`src/rtl/multicycle_controller.sv`:
```
// Multicycle control FSM for the bubble-MIPS core: sequences fetch/decode/execute/memory/writeback over a shared ALU and memory port.
// Optional feature macro ILLEGAL_TRAP_EN: illegal opcodes enter a sticky TRAP state instead of retiring as a NOP.
module multicycle_controller #(
    parameter int CNT_W = 16
) (
    input  logic             clk,
    input  logic             rst_n,
    input  logic [31:0]      instr,
    input  logic             zero,
    input  logic             mem_ack,
    output logic             mem_req,
    output logic             mem_write,
    output logic             i_or_d,
    output logic             ir_write,
    output logic             pc_write,
    output logic [1:0]       pc_src,
    output logic             alu_src_a,
    output logic [1:0]       alu_src_b,
    output logic [2:0]       alucontrol,
    output logic             reg_write,
    output logic             reg_dst,
    output logic             mem_to_reg,
    output logic             instr_done,
    output logic [CNT_W-1:0] retired,
    output logic             trap
);

    localparam logic [3:0] S_IDLE     = 4'd0;
    localparam logic [3:0] S_FETCH    = 4'd1;
    localparam logic [3:0] S_DECODE   = 4'd2;
    localparam logic [3:0] S_EXEC_R   = 4'd3;
    localparam logic [3:0] S_WB_R     = 4'd4;
    localparam logic [3:0] S_EXEC_I   = 4'd5;
    localparam logic [3:0] S_WB_I     = 4'd6;
    localparam logic [3:0] S_MEM_ADDR = 4'd7;
    localparam logic [3:0] S_MEM_RD   = 4'd8;
    localparam logic [3:0] S_WB_MEM   = 4'd9;
    localparam logic [3:0] S_MEM_WR   = 4'd10;
    localparam logic [3:0] S_BRANCH   = 4'd11;
    localparam logic [3:0] S_JUMP     = 4'd12;
    localparam logic [3:0] S_TRAP     = 4'd13;

    localparam logic [5:0] OP_ADD  = 6'd0;
    localparam logic [5:0] OP_ADDI = 6'd1;
    localparam logic [5:0] OP_SLL  = 6'd2;
    localparam logic [5:0] OP_SLT  = 6'd3;
    localparam logic [5:0] OP_SW   = 6'd4;
    localparam logic [5:0] OP_LW   = 6'd5;
    localparam logic [5:0] OP_BEQ  = 6'd6;
    localparam logic [5:0] OP_J    = 6'd7;
    localparam logic [5:0] OP_SUB  = 6'd8;
    localparam logic [5:0] OP_AND  = 6'd12;
    localparam logic [5:0] OP_OR   = 6'd13;
    localparam logic [5:0] OP_BNE  = 6'd16;

    localparam logic [2:0] ALU_ADD = 3'b000;
    localparam logic [2:0] ALU_SLL = 3'b010;
    localparam logic [2:0] ALU_SLT = 3'b011;
    localparam logic [2:0] ALU_AND = 3'b100;
    localparam logic [2:0] ALU_OR  = 3'b101;
    localparam logic [2:0] ALU_SUB = 3'b110;

    logic [3:0] state;
    logic [3:0] next_state;
    logic [5:0] opcode;
    logic       is_rtype;
    logic       is_itype;
    logic       is_mem;
    logic       is_branch;
    logic       is_jump;
    logic [2:0] r_alu_op;

    // Only the opcode field steers control; the operand fields feed the datapath.
    logic       unused_instr_fields;

    assign opcode              = instr[31:26];
    assign unused_instr_fields = ^instr[25:0];

    always_comb begin
        is_rtype  = 1'b0;
        is_itype  = 1'b0;
        is_mem    = 1'b0;
        is_branch = 1'b0;
        is_jump   = 1'b0;
        r_alu_op  = ALU_ADD;
        case (opcode)
            OP_ADD:           is_rtype  = 1'b1;
            OP_SUB:  begin    is_rtype  = 1'b1; r_alu_op = ALU_SUB; end
            OP_SLT:  begin    is_rtype  = 1'b1; r_alu_op = ALU_SLT; end
            OP_AND:  begin    is_rtype  = 1'b1; r_alu_op = ALU_AND; end
            OP_OR:   begin    is_rtype  = 1'b1; r_alu_op = ALU_OR;  end
            OP_ADDI, OP_SLL:  is_itype  = 1'b1;
            OP_LW, OP_SW:     is_mem    = 1'b1;
            OP_BEQ, OP_BNE:   is_branch = 1'b1;
            OP_J:             is_jump   = 1'b1;
            default:          ;
        endcase
    end

    always_ff @(posedge clk or negedge rst_n) begin
        if (!rst_n) begin
            state <= S_IDLE;
        end else begin
            state <= next_state;
        end
    end

    always_ff @(posedge clk or negedge rst_n) begin
        if (!rst_n) begin
            retired <= '0;
        end else if (instr_done) begin
            retired <= retired + CNT_W'(1);
        end
    end

    // Outputs are decoded from state; the handshake and branch enables are Mealy on mem_ack and zero.
    always_comb begin
        next_state = state;
        mem_req    = 1'b0;
        mem_write  = 1'b0;
        i_or_d     = 1'b0;
        ir_write   = 1'b0;
        pc_write   = 1'b0;
        pc_src     = 2'b00;
        alu_src_a  = 1'b0;
        alu_src_b  = 2'b00;
        alucontrol = ALU_ADD;
        reg_write  = 1'b0;
        reg_dst    = 1'b0;
        mem_to_reg = 1'b0;
        instr_done = 1'b0;
        trap       = 1'b0;
        case (state)
            S_IDLE: begin
                next_state = S_FETCH;
            end
            S_FETCH: begin
                mem_req   = 1'b1;
                alu_src_b = 2'b01;
                if (mem_ack) begin
                    ir_write   = 1'b1;
                    pc_write   = 1'b1;
                    next_state = S_DECODE;
                end
            end
            S_DECODE: begin
                alu_src_b = 2'b11;
                if (is_rtype) begin
                    next_state = S_EXEC_R;
                end else if (is_itype) begin
                    next_state = S_EXEC_I;
                end else if (is_mem) begin
                    next_state = S_MEM_ADDR;
                end else if (is_branch) begin
                    next_state = S_BRANCH;
                end else if (is_jump) begin
                    next_state = S_JUMP;
                end else begin
`ifdef ILLEGAL_TRAP_EN
                    next_state = S_TRAP;
`else
                    instr_done = 1'b1;
                    next_state = S_FETCH;
`endif
                end
            end
            S_EXEC_R: begin
                alu_src_a  = 1'b1;
                alucontrol = r_alu_op;
                next_state = S_WB_R;
            end
            S_WB_R: begin
                reg_write  = 1'b1;
                reg_dst    = 1'b1;
                instr_done = 1'b1;
                next_state = S_FETCH;
            end
            S_EXEC_I: begin
                alu_src_a  = 1'b1;
                alu_src_b  = 2'b10;
                alucontrol = (opcode == OP_SLL) ? ALU_SLL : ALU_ADD;
                next_state = S_WB_I;
            end
            S_WB_I: begin
                reg_write  = 1'b1;
                instr_done = 1'b1;
                next_state = S_FETCH;
            end
            S_MEM_ADDR: begin
                alu_src_a  = 1'b1;
                alu_src_b  = 2'b10;
                next_state = (opcode == OP_LW) ? S_MEM_RD : S_MEM_WR;
            end
            S_MEM_RD: begin
                mem_req = 1'b1;
                i_or_d  = 1'b1;
                if (mem_ack) begin
                    next_state = S_WB_MEM;
                end
            end
            S_WB_MEM: begin
                reg_write  = 1'b1;
                mem_to_reg = 1'b1;
                instr_done = 1'b1;
                next_state = S_FETCH;
            end
            S_MEM_WR: begin
                mem_req   = 1'b1;
                i_or_d    = 1'b1;
                mem_write = 1'b1;
                if (mem_ack) begin
                    instr_done = 1'b1;
                    next_state = S_FETCH;
                end
            end
            S_BRANCH: begin
                alu_src_a  = 1'b1;
                alucontrol = ALU_SUB;
                pc_src     = 2'b01;
                pc_write   = (opcode == OP_BEQ) ? zero : ~zero;
                instr_done = 1'b1;
                next_state = S_FETCH;
            end
            S_JUMP: begin
                pc_write   = 1'b1;
                pc_src     = 2'b10;
                instr_done = 1'b1;
                next_state = S_FETCH;
            end
`ifdef ILLEGAL_TRAP_EN
            S_TRAP: begin
                trap       = 1'b1;
                next_state = S_TRAP;
            end
`endif
            default: begin
                next_state = S_IDLE;
            end
        endcase
    end

endmodule

```
`config.mk`:
```
export PLATFORM = sky130hd
export DESIGN_NAME = multicycle_controller
export DESIGN_NICKNAME = d
export VERILOG_FILES = /design/src/rtl/multicycle_controller.sv
export SDC_FILE = /design/constraint.sdc
export NUM_CORES = 1
export LEC_CHECK = 0
export CAP_MARGIN = 20
export CORE_MARGIN = 3
export CORE_UTILIZATION = 25
export CTS_CLUSTER_DIAMETER = 100
export DETAILED_ROUTE_END_ITERATION = 12
export GPL_ROUTABILITY_DRIVEN = 0
export GPL_TIMING_DRIVEN = 0
export PLACE_DENSITY_LB_ADDON = 0.05
export SYNTH_ARGS = -nofsm -noshare
export SYNTH_HDL_FRONTEND = slang
export SYNTH_SLANG_ARGS = --single-unit
```
`constraint.sdc`:
```
create_clock -name clk -period 2.6 [get_ports clk]
set_input_delay 0.65 -clock clk [delete_from_list [all_inputs] [get_ports clk]]
set_output_delay 0.65 -clock clk [all_outputs]
set_load 0.1 [all_outputs]
```
Word level (Yosys, flattened, before mapping)
Cells that the tools add are included.
Storage, ports and cells
  register bits after elaboration: 20
Cells by class
  add/subtract/negate cells: 1
  eq/ne operators: 26
  muxes and demuxes: 37
  bitwise logic cells: 1
  reduce and logical (&&, ||, !) cells: 14
Operators by type and width (number)
  $mux W4: 8
  $pmux W4 S8: 1
  $eq A6 B3 Y1 const B: 4
  $eq A4 B4 Y1 const B: 5
  $mux W1: 20
  $eq A6 B4 Y1 const B: 3
  $add A16 B1 Y16 const B: 1
  $eq A4 B3 Y1 const B: 4
  $eq A6 B2 Y1 const B: 2
  $pmux W3 S4: 1
  $reduce_or A2 Y1: 5
  $reduce_or A5 Y1: 2
  $pmux W3 S3: 1
  $eq A4 B2 Y1 const B: 2
  $eq A6 B1 Y1 const B: 1
  $eq A6 B5 Y1 const B: 1
  $logic_not A6 Y1: 1
  $ne A2 B2 Y1 const B: 3
  $pmux W1 S3: 2
  $pmux W2 S3: 1
  $reduce_or A3 Y1: 2
  $reduce_or A6 Y1: 1
  $eq A4 B1 Y1 const B: 1
  $logic_not A4 Y1: 1
  other kinds (5): 6

Depth between registers and ports, before layout
Gate-level depths: netlist of the first run.
  depth after elaboration: 8
  mapped depth: 9
  gate-level depth less buffers: 6

Least setup slack after synthesis of the first run
No wires, ideal clock.
  path type: register to output
  from: register state[2]
  to: output pc_write
  arrival: 3.893 ns
  path slack: -1.943 ns
  cell stages (with the launch flop): 6
  buffers on the path: 2
  path through: dfrtp_1 > buf_2 > clkbuf_1 > nand2_1 > nor3_1 > o21bai_1
Between the ends
  word-level cells in the longest chain between the ends: 2
  elaborated cells on any way between the ends: 4
Ends and longest elaborated chain
  start: declaration: line 63  | logic [3:0] state;
  start signal: assignment: line 104  | state <= next_state;
  $eq A4 B4 Y1 / $eq A4 B1 Y1 (equally long branches): line 133  | case (state)
  $pmux W1 S3 *: line 133
  end: declaration: line 15  | output logic pc_write,
Every way passes the cells marked *; elsewhere a longest branch is shown, timed or not.

Final worst setup path of the first run
  from: input instr[28]
  to: output alucontrol[1]
Between the ends
  word-level cells in the longest chain between the ends: 3
  elaborated cells on any way between the ends: 8
Ends and longest elaborated chain
  start: declaration: line 8  | input logic [31:0] instr,
  $eq A6 B4 Y1, or another cell as far along: line 86  | case (opcode)
  $pmux W3 S4 / $mux W2 (equally long branches): line 86, 181
  $pmux W3 S3 *: line 133
  end: declaration: line 19  | output logic [2:0] alucontrol,
Marks and branches as above.

==> results of run 1 <==
[repair_timing]
item / 4_1_cts / 5_1_grt
pin swaps: 7 / 5
setup buffers: 6 / 3
setup endpoints to repair: 17 / 16
gates resized for setup: 109 / 31
hold endpoints to repair: 0 / 0
[registers in the layout, summed over array words and instances (netlist names)]
name / count
retired: 16
state: 4
[power by group]
part	switching, mW	internal (mW)
Sequential	0.0661	0.379
Combinational	1.41	0.478
Clock	0.0984	0.135
[cell type report]
type / instances / area, um^2
buffer: 16 / 130.1
clock buffer: 4 / 55.05
fill: 590 / 3422
inverter: 4 / 15.01
multi-input combinational: 140 / 1016
sequential: 20 / 500.5
tap: 72 / 90.09
timing repair buffer: 49 / 446.7
[cell usage in the layout (no fill, tap or decap), drive strengths merged, types with 2 or more instances in the layout]
cell type      instances
clkbuf                15
a21oi                  8
o21bai                 3
xor2                   3
nor4                   3
nor2b                  4
nor2                  21
dfrtp                 20
nor3b                  2
nand2b                 8
nand2                 16
o21ai                  7
o32ai                  2
clkdlybuf4s50         18
buf                   32
clkdlybuf4s15          4
nand3b                 2
inv                    4
o31ai                  3
xnor2                 14
nor3                   4
o22ai                  2
nand3                  3
nand4                 10
and3                   7
[path summary, 6_finish.rpt]
kind	from	endpoint	slack, ps	depth (start not counted)
max in group asynchronous	rst_n	state[3]	1160	1
hold / removal	retired[15]	retired[15]	480	1
min in group asynchronous	rst_n	retired[7]	890	1
setup / recovery	instr[28]	alucontrol[1]	60	7
setup reg to reg	state[2]	retired[1]	580	8
hold reg to reg	retired[15]	retired[15]	480	1
[worst max-delay path: stages]
cell                      delay [ps]
sky130_fd_sc_hd__buf_2           120
sky130_fd_sc_hd__buf_6           140
sky130_fd_sc_hd__or2_4           250
sky130_fd_sc_hd__nor4_1          270
sky130_fd_sc_hd__o21ai_1         160
sky130_fd_sc_hd__o31ai_4          90
sky130_fd_sc_hd__buf_12          210
[cell families after synthesis]
family	Yosys count
xor gates and xnor gates	17
muxes	1
and+or+nand+nor	85
adders and majority gates	1
other	1
DFF	20
buffers and inverters	22
AOI/OAI and AO/OA	35
[layer usage]
| metal | up-vias | global-route usage [%] | share of wire (%) |
|---|---|---|---|
| met2 | 27 | 20.75 | 46 |
| li1 | 745 | - | - |
| met1 | 746 | 18.17 | 51 |
| met5 | - | 0 | 0 |
| met4 | 0 | 1.316 | 0.18 |
| met3 | 2 | 3.258 | 3.1 |
[per-stage QoR]
| step | util, % | instance area (um^2) | total power [mW] |
|---|---|---|---|
| after floorplan | - | 1624 | 1.907 |
| after global placement | 37.26 | 2115 | 2.315 |
| after detailed placement | 37.26 | 2115 | 2.318 |
| after CTS | 39.57 | 2246 | 2.589 |
| after global routing | 39.70 | 2253 | 2.710 |
| final | 39.70 | 2253 | 2.561 |
==> flow_summary.rst, run 1 <==
.. list-table::
   :header-rows: 1

   * - Metric
     - Value
   * - Number of hold violations in the final report
     - 0
   * - Syn nets
     - 219
   * - Num ports
     - 70
   * - Fin crit share
     - 97.57%
   * - Count of port buffers added during placement
     - 40
   * - Post-Layout Cell Count
     - 305
   * - Post-synthesis register bit count
     - 20
   * - Global-route wire length before repair
     - 7.693 mm
   * - Half-perimeter wire length after placement
     - 3.249 mm
   * - Vias
     - 1520
   * - Num rows
     - 27
   * - Reported leakage power
     - 0.9695 nW
   * - Maximum number of pins on one net before global-route repair
     - 21
   * - Worst-Skew Late Latency
     - 250 ps
   * - Htree depth
     - 1
   * - Cells after synthesis
     - 182
   * - Maximum vdd drop
     - 0.7697 mV
   * - Number of buffers inserted by hold repair at cts
     - 0
   * - Final-layout worst hold slack
     - 482.8 ps
   * - Startpoint class of the critical path
     - input port
   * - Clock root buffer master
     - sky130_fd_sc_hd__clkbuf_8
   * - First-pass iteration count of the detailed router
     - 4
   * - Total Nets Final
     - 271
   * - Run status
     - completed
   * - Synth Area in Adders
     - 0.8292%
   * - Number of warning messages in the yosys log
     - 0
   * - Post-Route WL
     - 4.336 mm
   * - Die outline area
     - 0.007004 mm^2
   * - Remaining design rule violation count
     - 0
   * - Post-synthesis simple-gate area fraction
     - 30.85%
   * - Most area-hungry cell type in the Yosys netlist
     - sky130_fd_sc_hd__dfrtp_1
   * - Die width
     - 83.69 um
   * - Final setup violation count
     - 0
   * - Mean instance size in the synthesized netlist
     - 8.291 um^2
   * - Critical path endpoint category
     - output pin
   * - Count leader, synth
     - sky130_fd_sc_hd__nor2_1
   * - Primary flip-flop cell chosen by synthesis mapping
     - sky130_fd_sc_hd__dfrtp_1
   * - Worst slew slack as a fraction of its limit
     - 35.04%
   * - RSZ-0062 raised after global routing
     - no
   * - Xor and xnor fraction of the mapped netlist area
     - 10.86%
   * - Clock sink total
     - 20
   * - Type of the worst min-delay path
     - reg2reg
   * - Detailed-route wire length per cell
     - 14.22 um
   * - Total global routing overflow
     - 0
   * - Leading post-synthesis cells by instance count
     - 21 x sky130_fd_sc_hd__nor2_1, 20 x sky130_fd_sc_hd__dfrtp_1, 16 x sky130_fd_sc_hd__nand2_1
   * - Minimum setup slack in the final design
     - 63.15 ps
   * - Area of the core
     - 0.005675 mm^2
   * - Top cells by area, synth
     - sky130_fd_sc_hd__dfrtp_1 33%, sky130_fd_sc_hd__xnor2_1 7.0%, sky130_fd_sc_hd__nor2_1 5.2%
   * - Synth Area in Compound Gates
     - 15.59%
   * - Post-place setup slack
     - -1503 ps
   * - Worst path arrival time
     - 1890 ps
   * - Die Y-Extent
     - 83.69 um
   * - Worst Tran Pin Value
     - 971.4 ps
   * - Largest clock skew in the final design
     - 3.434 ps
   * - Count of flip-flops with a built-in enable after synthesis
     - 0
   * - Via-per-instance ratio
     - 4.984
   * - Top-area cell type share of the netlist area
     - 33.17%
   * - Signed area change from the synthesized netlist to the final layout
     - 49.34%
   * - Cell variety after synth
     - 50
   * - Final critical delay including setup and external delays
     - 2537 ps
   * - Data required time at the worst endpoint
     - 1950 ps
   * - PwrDens
     - 1137 mW/mm^2
   * - Starting density of the core
     - 26.59%
   * - Seq/Total Area, Yosys
     - 33.17%
   * - Share of cell area taken by muxes after synthesis
     - 0.7463%
   * - Number of maximum-capacitance constraint violations
     - 0
   * - Detailed router's first-iteration violation count
     - 77
   * - TritonCTS clock tree
     - done
   * - Post-route antenna net violation count
     - 0
   * - Start-to-end type of the worst setup path
     - in2out
   * - Largest family of logic cells by synthesized area
     - simple AND/OR/NAND/NOR gates
   * - Number of buffers added by the clock tree synthesis step
     - 3
   * - Placed instance count
     - 294
   * - Crit Path Max Fanout
     - 8
   * - Share of layout cells above drive strength 1
     - 33.48%
   * - Antenna violations before repair
     - 0
   * - Overall global routing resource usage
     - 12.96%
   * - Peak Freq
     - 394.2 MHz
   * - Vias in the first global route
     - 1534
   * - Number of slew-limit violations in the final report
     - 0
   * - Clk buf depth
     - 2
   * - Synth async-reset ratio
     - 100.0%
   * - Final setup TNS
     - 0 ps
   * - Cell Area, Synth
     - 0.001509 mm^2
   * - Clock-pin slew of the registers on the worst-case setup and hold paths
     - 70 ps
   * - Diode insertion count for antenna repair
     - 0
Note: power is estimated with default switching activity, not from simulation.
==> run 2: changes to the inputs <==
==> constraint.sdc (replaced) <==
create_clock -name clk -period 2.6 [get_ports clk]
set_input_delay 0.26 -clock clk [delete_from_list [all_inputs] [get_ports clk]]
set_output_delay 0.26 -clock clk [all_outputs]
set_load 0.1 [all_outputs]
==> run 2 against run 1 <==
Against the previous run:
- worst setup slack better by 62 ps
- critical path depth is 1 higher
- power is 4.4% lower
- utilization is 3.6 points lower
- combinational power is 5% lower
- sequential share of layout area is 2.2 points higher
- cell area is 9.1% lower
- global-route usage is 0.42 points lower
- hold slack worse by 5.8 ps
- routed wire length is 2.5% lower
- register-to-register slack better by 160 ps
- flip-flop and latch count stayed put
- largest cell class unchanged
- largest power group unchanged
- highest routed layer unchanged
==> flow_summary.rst, run 2 (synthesized netlist as in run 1, its figures left out) <==
.. list-table::
   :header-rows: 1

   * - Metric
     - Value
   * - Final critical delay including setup and external delays
     - 2475 ps
   * - Post-route antenna net violation count
     - 0
   * - Clock root buffer master
     - sky130_fd_sc_hd__clkbuf_8
   * - Total cell area at the placement stage
     - 0.002027 mm^2
   * - Count of port buffers added during placement
     - 40
   * - Worst slew slack as a fraction of its limit
     - 34.58%
   * - Signed area change from the synthesized netlist to the final layout
     - 35.74%
   * - Clk buf depth
     - 2
   * - Number of maximum-capacitance constraint violations
     - 0
   * - Num ports
     - 70
   * - Largest clock skew in the final design
     - 2.936 ps
   * - Detailed router's first-iteration violation count
     - 104
   * - Start-to-end type of the worst setup path
     - in2out
   * - Die Y-Extent
     - 83.69 um
   * - Diode insertion count for antenna repair
     - 0
   * - Critical-path cell list
     - clkdlybuf4s50_1 -> nor2b_1 -> nor2b_1 -> o31ai_1 -> a41o_1 -> buf_6 -> buf_8 -> buf_4
   * - Share of layout cells above drive strength 1
     - 18.58%
   * - Number of buffers added by the clock tree synthesis step
     - 3
   * - Maximum cell stage delay along the critical path
     - 480 ps
   * - Maximum vdd drop
     - 0.9757 mV
   * - Cell depth of the worst min-delay path
     - 1
   * - First-pass iteration count of the detailed router
     - 4
   * - Global-route wire length before repair
     - 7.396 mm
   * - Number of hold violations in the final report
     - 0
   * - Largest registers
     - retired: 16 flops, state: 4 flops
   * - Final setup violation count
     - 0
   * - Worst-Skew Late Latency
     - 260 ps
   * - Flip-flop count of the largest register, all copies and words added
     - 16
   * - Run status
     - completed
   * - Data required time at the worst endpoint
     - 2340 ps
   * - Vias
     - 1488
   * - TritonCTS clock tree
     - done
   * - Clock sink total
     - 20
   * - Crit Path Max Fanout
     - 10
   * - Design Area, Final
     - 0.002048 mm^2
   * - Fin crit share
     - 95.19%
   * - RSZ-0062 raised after global routing
     - no
   * - Number of buffers inserted by hold repair at cts
     - 0
   * - Depth of the critical timing path with buffers and inverters included
     - 8
   * - Maximum number of pins on one net before global-route repair
     - 21
   * - Register bank with the most flops
     - retired
   * - Antenna violations before repair
     - 0
   * - Top delay family on crit path
     - buffers and inverters
   * - Final Total Pwr
     - 2.448 mW
   * - Total Nets Final
     - 264
   * - Die width
     - 83.69 um
   * - Worst path arrival time
     - 2210 ps
   * - Remaining design rule violation count
     - 0
   * - Type of the worst min-delay path
     - reg2reg
   * - Number of slew-limit violations in the final report
     - 0
   * - Detailed-route wire length per cell
     - 14.19 um
   * - Most common cell after layout, fill and taps aside
     - sky130_fd_sc_hd__clkdlybuf4s50_1
   * - Final setup TNS
     - 0 ps
   * - Most used cell along the critical path
     - sky130_fd_sc_hd__nor2b_1
   * - Starting density of the core
     - 26.59%
   * - Peak Freq
     - 404.0 MHz
   * - Startpoint class of the critical path
     - input port
   * - Area of the core
     - 0.005675 mm^2
   * - Critical path endpoint category
     - output pin
   * - Worst Tran Pin Value
     - 978.2 ps
   * - Post-place setup slack
     - -706.5 ps
   * - Post-Route WL
     - 4.228 mm
   * - Die outline area
     - 0.007004 mm^2
   * - Half-perimeter wire length after placement
     - 3.256 mm
   * - Reported leakage power
     - 0.8647 nW
   * - Length in cells of the worst reg-to-reg path
     - 9
   * - Leading cell types in the layout, fill and taps excluded
     - 23 x sky130_fd_sc_hd__clkdlybuf4s50_1, 21 x sky130_fd_sc_hd__nor2_1, 20 x sky130_fd_sc_hd__dfrtp_1
   * - Num rows
     - 27
   * - Htree depth
     - 1
   * - PwrDens
     - 1195 mW/mm^2
   * - Vias in the first global route
     - 1442
   * - Via-per-instance ratio
     - 4.993
   * - Critical path's slowest cell
     - sky130_fd_sc_hd__clkdlybuf4s50_1
   * - Crit path buf inv count
     - 4
   * - Total global routing overflow
     - 0
   * - Overall global routing resource usage
     - 12.54%
   * - Minimum setup slack in the final design
     - 125.0 ps
   * - Clock-pin slew of the registers on the worst-case setup and hold paths
     - 70 ps
## run 2: changes by cell type in the layout (fill, tap and decap cells not counted), moves of 2 or more
cell	change
sky130_fd_sc_hd__nand2b_1	+2
sky130_fd_sc_hd__nor2_1	+8
sky130_fd_sc_hd__buf_4	-9
sky130_fd_sc_hd__nor2_2	-7
sky130_fd_sc_hd__clkdlybuf4s50_1	+5
sky130_fd_sc_hd__nand2b_4	-2
sky130_fd_sc_hd__clkbuf_4	-2
sky130_fd_sc_hd__buf_12	-3
sky130_fd_sc_hd__buf_2	-5
sky130_fd_sc_hd__dlygate4sd2_1	+3
sky130_fd_sc_hd__clkbuf_1	+6
## run 2: worst paths after layout
kind | slack [ps] | startpoint | end
setup / recovery | 130 | instr[27] | instr_done
hold / removal | 480 | retired[15] | retired[15]
setup reg to reg | 740 | state[3] | retired[12]
hold reg to reg | 480 | retired[15] | retired[15]
max in group asynchronous | 1510 | rst_n | retired[8]
min in group asynchronous | 520 | rst_n | retired[9]
## run 2: power breakdown
part / switching [mW] / leakage (nW) / internal, mW
Combinational: 1.37 / 0.571 / 0.406
Clock: 0.101 / 0.0288 / 0.135
Sequential: 0.0560 / 0.265 / 0.379
Total: 1.53 / 0.865 / 0.919
## run 2: layout make-up
cell class / instances / area (um^2)
plain buffers: 18 / 102.6
multi-input cells: 140 / 919.6
clock buffers: 4 / 55.05
fillers: 598 / 3627
flip-flops and latches: 20 / 500.5
repair buffers: 40 / 365.4
well taps: 72 / 90.09
inverters: 4 / 15.01
## run 2: layer usage
metal  track usage (%)  up-vias  share of wire [%]
met5                 0        -                  0
met4             2.193        0               0.45
met3             3.554        2                5.1
met2             18.94       42                 45
met1             17.90      719                 49
li1                  -      725                  -
## run 2: timing repair
item | in CTS | in global routing
setup buffers | 0 | 0
setup endpoints to repair | 17 | 13
resized for setup | 43 | 17
pin swaps | 0 | 0
## run 2: worst register-to-register path: cells and delay by family (launching register included)
family / cells / cell delay, ps
flops: 1 / 320
buf+inv: 4 / 740
simple gates: 2 / 190
compound gates: 2 / 350
xor+xnor: 1 / 150
## run 2: through the flow
step | util [%] | instances | hold WS (ps)
after global routing | 36.09 | 298 | 524.0
after floorplan | - | 182 | -35.59
final | 36.09 | 298 | 477.0
after detailed placement | 35.71 | 294 | 470.0
after global placement | 35.71 | 294 | 463.3
after CTS | 36.60 | 298 | 484.5
